--- config.mk ---
export PLATFORM = sky130hd
export DESIGN_NAME = bfm_adder
export DESIGN_NICKNAME = d
export VERILOG_FILES = /design/src/rtl/bfm_pkg.sv /design/src/rtl/bfm_delay_line.sv /design/src/rtl/bfm_adder.sv
export SDC_FILE = /design/constraint.sdc
export NUM_CORES = 1
export LEC_CHECK = 0
export CAP_MARGIN = 20
export CORE_AREA = 2 2 51 53
export DETAILED_ROUTE_END_ITERATION = 10
export DIE_AREA = 0 0 53 55
export PLACE_DENSITY = 0.7
export SYNTH_ARGS = -nofsm -noshare
export SYNTH_HDL_FRONTEND = slang
export SYNTH_SLANG_ARGS = --single-unit
--- constraint.sdc ---
create_clock -name clk_i -period 1.5 [get_ports clk_i]
set_clock_uncertainty 0.15 [all_clocks]
set_input_delay 0.3 -clock clk_i [delete_from_list [all_inputs] [get_ports clk_i]]
set_output_delay 0.3 -clock clk_i [all_outputs]
set_load 0.02 [all_outputs]
--- src/rtl/bfm_pkg.sv ---
`default_nettype none
// ============================================================================
// Module   : bfm_pkg
// Purpose  : Shared data width, operand type and wrap-around add helper for
//            the bfm_adder slice.
// Revision : 1.0 - initial release
// ============================================================================
package bfm_pkg;

    localparam int DATA_W = 8;

    typedef logic [DATA_W-1:0] operand_t;

    // Modular add: the carry out of the top bit is dropped.
    function automatic operand_t add_wrap(operand_t a, operand_t b);
        return a + b;
    endfunction

endpackage
`default_nettype wire

--- src/rtl/bfm_delay_line.sv ---
`default_nettype none
// ============================================================================
// Module   : bfm_delay_line
// Purpose  : WIDTH-wide, DEPTH-deep shift register with asynchronous
//            active-low clear. DEPTH=0 collapses to a plain wire.
// Revision : 1.0 - initial release
// ============================================================================
module bfm_delay_line #(
    parameter int WIDTH = 8,
    parameter int DEPTH = 0
) (
    input  logic             clk_i,
    input  logic             reset_i,
    input  logic [WIDTH-1:0] d,
    output logic [WIDTH-1:0] q
);

    generate
        if (DEPTH == 0) begin : g_wire
            // Clock and reset have no load here; fold them into a sink.
            logic w_unused;
            assign w_unused = &{1'b0, clk_i, reset_i};
            assign q = d;
        end else begin : g_shift
            logic [WIDTH-1:0] r_stage [DEPTH];

            // Shift one stage per clock; reset clears every stage at once.
            always_ff @(posedge clk_i or negedge reset_i) begin
                if (!reset_i) begin
                    for (int i = 0; i < DEPTH; i++) begin
                        r_stage[i] <= '0;
                    end
                end else begin
                    r_stage[0] <= d;
                    for (int i = 1; i < DEPTH; i++) begin
                        r_stage[i] <= r_stage[i-1];
                    end
                end
            end

            assign q = r_stage[DEPTH-1];
        end
    endgenerate

endmodule
`default_nettype wire

--- src/rtl/bfm_adder.sv ---
`default_nettype none
// ============================================================================
// Module   : bfm_adder
// Purpose  : Streaming registered modular adder. Operands are captured every
//            clock, summed into a result register, then delayed by LATENCY-1
//            extra stages so res_o updates LATENCY edges after capture.
//            Legal LATENCY range is 1..8.
// Revision : 1.0 - initial release
// ============================================================================
module bfm_adder
    import bfm_pkg::*;
#(
    parameter int WIDTH   = DATA_W,
    parameter int LATENCY = 1
) (
    input  logic             clk_i,
    input  logic             reset_i,
    input  logic [WIDTH-1:0] A_s,
    input  logic [WIDTH-1:0] B_s,
    output logic [WIDTH-1:0] res_o
);

    localparam int C_EXTRA = LATENCY - 1;

    logic [WIDTH-1:0] r_a;
    logic [WIDTH-1:0] r_b;
    logic [WIDTH-1:0] r_sum;
    logic [WIDTH-1:0] w_sum;

    // Operand capture stage.
    always_ff @(posedge clk_i or negedge reset_i) begin
        if (!reset_i) begin
            r_a <= '0;
            r_b <= '0;
        end else begin
            r_a <= A_s;
            r_b <= B_s;
        end
    end

    generate
        if (WIDTH == DATA_W) begin : g_pkg_add
            assign w_sum = add_wrap(r_a, r_b);
        end else begin : g_generic_add
            assign w_sum = r_a + r_b;
        end
    endgenerate

    // Result register: the first (and for LATENCY=1 the only) output stage.
    always_ff @(posedge clk_i or negedge reset_i) begin
        if (!reset_i) begin
            r_sum <= '0;
        end else begin
            r_sum <= w_sum;
        end
    end

    bfm_delay_line #(
        .WIDTH (WIDTH),
        .DEPTH (C_EXTRA)
    ) u_delay (
        .clk_i   (clk_i),
        .reset_i (reset_i),
        .d       (r_sum),
        .q       (res_o)
    );

endmodule
`default_nettype wire

## Word level (Yosys, flattened, before mapping)

Index checks and enable logic that the tools add are counted.
W data, S select, Z words.

| word-level totals | value |
|---|---|
| register bits after elaboration | 24 |
| input port bits | 18 |
| output and inout port bits | 8 |
| word-level logic and storage cells | 4 |

| operators by class | value |
|---|---|
| $add $sub $neg | 1 |

Operators by type and width:

| cell | number |
|---|---|
| $add A8 B8 Y8 | 1 |

## Logic depth before layout (Yosys ltp)

| depth | value |
|---|---|
| depth after elaboration | 1 |
| gate-level depth with buffers | 6 |
| mapped depth without buffers | 6 |

## Hierarchy

A second synthesis with hierarchy kept.

| second synthesis, totals | value |
|---|---|
| cell total of the unflattened synthesis | 74 |
| area total of the unflattened synthesis | 992.2 µm² |

By module, submodules not included:

| module | instances | cells each | area an instance (µm²) |
|---|---|---|---|
| bfm_adder | 1 | 66 | 932.1 |
| bfm_delay_line | 1 | 8 | 60.1 |

## Worst setup path after synthesis

OpenSTA, ideal clock, no wires.

| timing | value |
|---|---|
| kind | register -> register |
| start point | register r_a[0] |
| end point | register r_sum[6] |
| library setup time | 104 ps |
| arrival time | 1381 ps |
| data required time | 1246 ps |
| path slack | -135 ps |
| cell stages (with the launch flop) | 7 |
| buffers on the path | 0 |
| clock period less this slack | 1635 ps |
| cell sequence | dfrtp_1 ha_1 inv_1 fa_1 nor2b_4 o31a_1 o311ai_1 |

| on the way | value |
|---|---|
| cells in the longest elaborated chain, start to end | 1 |

RTL lines:

| item | line | text |
|---|---|---|
| start: declaration | bfm_adder.sv:25 | `logic [WIDTH-1:0] r_a;` |
| start signal: assignment | bfm_adder.sv:36 | `r_a <= A_s;` |
| $add A8 B8 Y8 | bfm_pkg.sv:16 | `return a + b;` |
| via w_sum[6] | bfm_adder.sv:28 | `logic [WIDTH-1:0] w_sum;` |
| end signal: assignment | bfm_adder.sv:54 | `r_sum <= w_sum;` |
| end: declaration | bfm_adder.sv:27 | `logic [WIDTH-1:0] r_sum;` |

The timed path passes the listed nets, and every way through them passes these cells.

## Final worst setup path

Ends and elaborated chain as after synthesis.

==> metrics.txt <==
Die W 53 um; setup slack, reg-to-reg -100 ps; Core Area between 2000 and 2500 um^2; Final Worst Setup Slack -103 ps; clock-pin transition on the worst setup and hold timing paths ~120 ps; peak supply drop around 0.67 mV; DR vias/cell roughly 4.6; Data required, critical path approximately 1600 ps; crit path time final between 1500 and 2000 ps; ys flop type dfrtp_1; Die Ht 55 um; internal power 1010 uW; global-route wire length before repair between 2 and 2.5 mm; Slew Viols, Final 0; kind of critical path flop to flop; post-synthesis async set-or-reset flop share 100%; CP startpoint kind flop; GP Congestion between 0.6 and 0.7; Syn Std Cell Area roughly 930 um^2; RSZ-0062 raised after global routing true; Distinct cells, synth 24; Placed Cells ~130; setup TNS -201 ps; ranking of synthesized cells by area dfrtp_1 (64%), ha_1 (9.4%), a21oi_1 (2.7%); Tightest Pin Transition roughly 310 ps; Max Clock Freq just over 600 MHz; pin count of the biggest net entering global routing 25; Combinational Power Share between 20% and 30%; Sinks on Clock Net 24; maximum buffer depth of the clock tree 2; outcome complete, but fails checks; post-synthesis sequential area ratio between 60% and 70%; initial core utilization between 30% and 40%; CP Capture Type flop; Antenna Nets Post-Route 0; fillers approximately 210; Final Hold Fails 0; Crit path arrival time ~1700 ps; area of the multi-input gates about 340 um^2; Worst-Skew Late Latency about 300 ps; Psw about 340 uW; cts bufs inserted 3; FF+latch count, synth 24; starting DRC count in detailed routing 4; post-synthesis net count 92; Sequential Power Share between 50% and 60%; Pwr Total approximately 1400 uW; Slew headroom 79.1%; top cells by count, synth dfrtp_1 (24), ha_1 (7), a21oi_1 (5), inv_1 (5), o211ai_1 (3); Sw Ratio approximately 25%; Lkg Pwr around 0.00060 uW; I/O pin count 26; via count between 600 and 700; Storage cell area 601 um^2; Max-Cap Viols 0; total grt overflow 0; placed wire-length estimate between 1 and 1.5 mm; layout cells sized above 1 between 10% and 20%; H-Tree Depth 1; hold_ws between 150 and 200 ps; FF-to-FF Start r_a[0]; FF-to-FF End r_sum[6]; Inserted Diodes 0; worst-path fanout max 3; CTS root buf clkbuf_4; Setup crit start r_a[0]; CTS tree yes; power per standard cell area 1010 nW/um^2; input/output buffers 25; largest area contributor in the netlist dfrtp_1; Final setup violation count 4; Post-DP Area approximately 1300 um^2; Area Overhead vs Synth 43.9%; DRC errors left 0; min-delay worst type input pin to asynchronous set/reset pin; failing checks setup timing; period utilisation layout 107%; Setup crit end r_sum[6]; Global Route Usage Sum 11.7%; design area ~1300 um^2; drt first pass iters 2; final net count between 100 and 150; non-filler cells, final approximately 130; worst reg2reg path depth 6; DIE AREA ~3000 um^2; EDFF count, synth 0; dominant cell by count in the synthesized netlist dfrtp_1; Syn. warnings 0; DRT Wirelength 1.34 mm; clock share of power a little under a quarter; Synth Area per Inst approximately 14 um^2; drt wl/cell 9.97 um; initial antenna violation count 0; post-synth top area share about 64%; vias in the first global route a little over 600; Rows 18; Mapped Cells 66
## flip-flops by register name (all words and copies together), names as in the netlist
| register | flops |
|---|---|
| r_a | 8 |
| r_b | 8 |
| r_sum | 8 |
## metrics by stage
| step | setup WS, ps | utilization, % |
|---|---|---|
| 2_1_floorplan | -57.5 | - |
| 3_3_place_gp | -149 | 54.3 |
| 3_5_place_dp | -145 | 54.3 |
| 4_1_cts | -114 | 56.7 |
| 5_1_grt | -205 | 56.7 |
| 6_report | -103 | 56.7 |
## metal layers
layer  up-vias  global-route usage, %  share of wire [%]  wire length [um]
li1        311                      -                  -                 -
met1       284                   12.9                 40               534
met2        19                   21.0                 52               700
met5         -                      0                  0                 0
met3         5                   3.23                5.7                76
met4         0                   5.13                1.8                24
## layout make-up
type	count	share of cell area (%)
inverters	5	1.40
well taps	30	2.80
flip-flops and latches	24	44.8
clock buffers	4	2.71
multi-input cells	37	25.3
repair buffers	34	23.0
## worst min-delay path by stage
stage	end	start	slack, ps	cells past startpoint
after floorplan	r_a[0]	reset_i	-150	0
after global placement	r_sum[0]	r_b[0]	330	1
after detailed placement	r_sum[0]	r_b[0]	330	1
after CTS	r_b[7]	reset_i	180	2
after global routing	r_a[2]	reset_i	190	2
final	r_b[7]	reset_i	180	2
## kinds of logic (layout without fill, tap and decap cells)
logic type               Yosys count  in the layout  synth area share (%)
XOR/XNOR                           4              4                  3.76
AO/OA/AOI/OAI                     18             18                  13.3
adder cells (fa/ha/maj)            8              8                  11.5
flip-flops                        24             24                  64.4
buffers and inverters              5             43                  2.01
AND/OR/NAND/NOR                    7              7                  4.97
## power by group through the flow
stage	combinational, uW	sequential (uW)	clock, uW
global placement	327	733	0
global route	347	725	375
CTS	317	721	342
finish	314	720	325
floorplan	110	784	0
detailed placement	332	735	0
## timing repair
action / in CTS / in global routing
pin swaps: 6 / 1
setup buffers: 1 / 0
setup endpoints to repair: 12 / 6
hold buffers: 0 / 0
gates resized for setup: 13 / 1
## critical path, stage by stage (launching register included)
cell and delay, ps:
dfrtp_1 390, ha_2 190, inv_2 50, fa_2 220, nor2b_4 50, o31a_1 240
o311ai_1 220
## cell usage in the layout (no fill, tap or decap), types with 2 or more instances in the layout
cell type | Yosys | final
xor2_1 | 2 | 2
o311ai_1 | 1 | 2
xnor2_1 | 2 | 2
a21oi_1 | 5 | 5
inv_1 | 5 | 4
ha_1 | 7 | 5
dlygate4sd2_1 | 0 | 7
buf_4 | 0 | 9
clkdlybuf4s50_1 | 0 | 17
clkbuf_4 | 0 | 3
dfrtp_1 | 24 | 24
o211ai_1 | 3 | 3
Note: power is estimated with default switching activity, not from simulation.
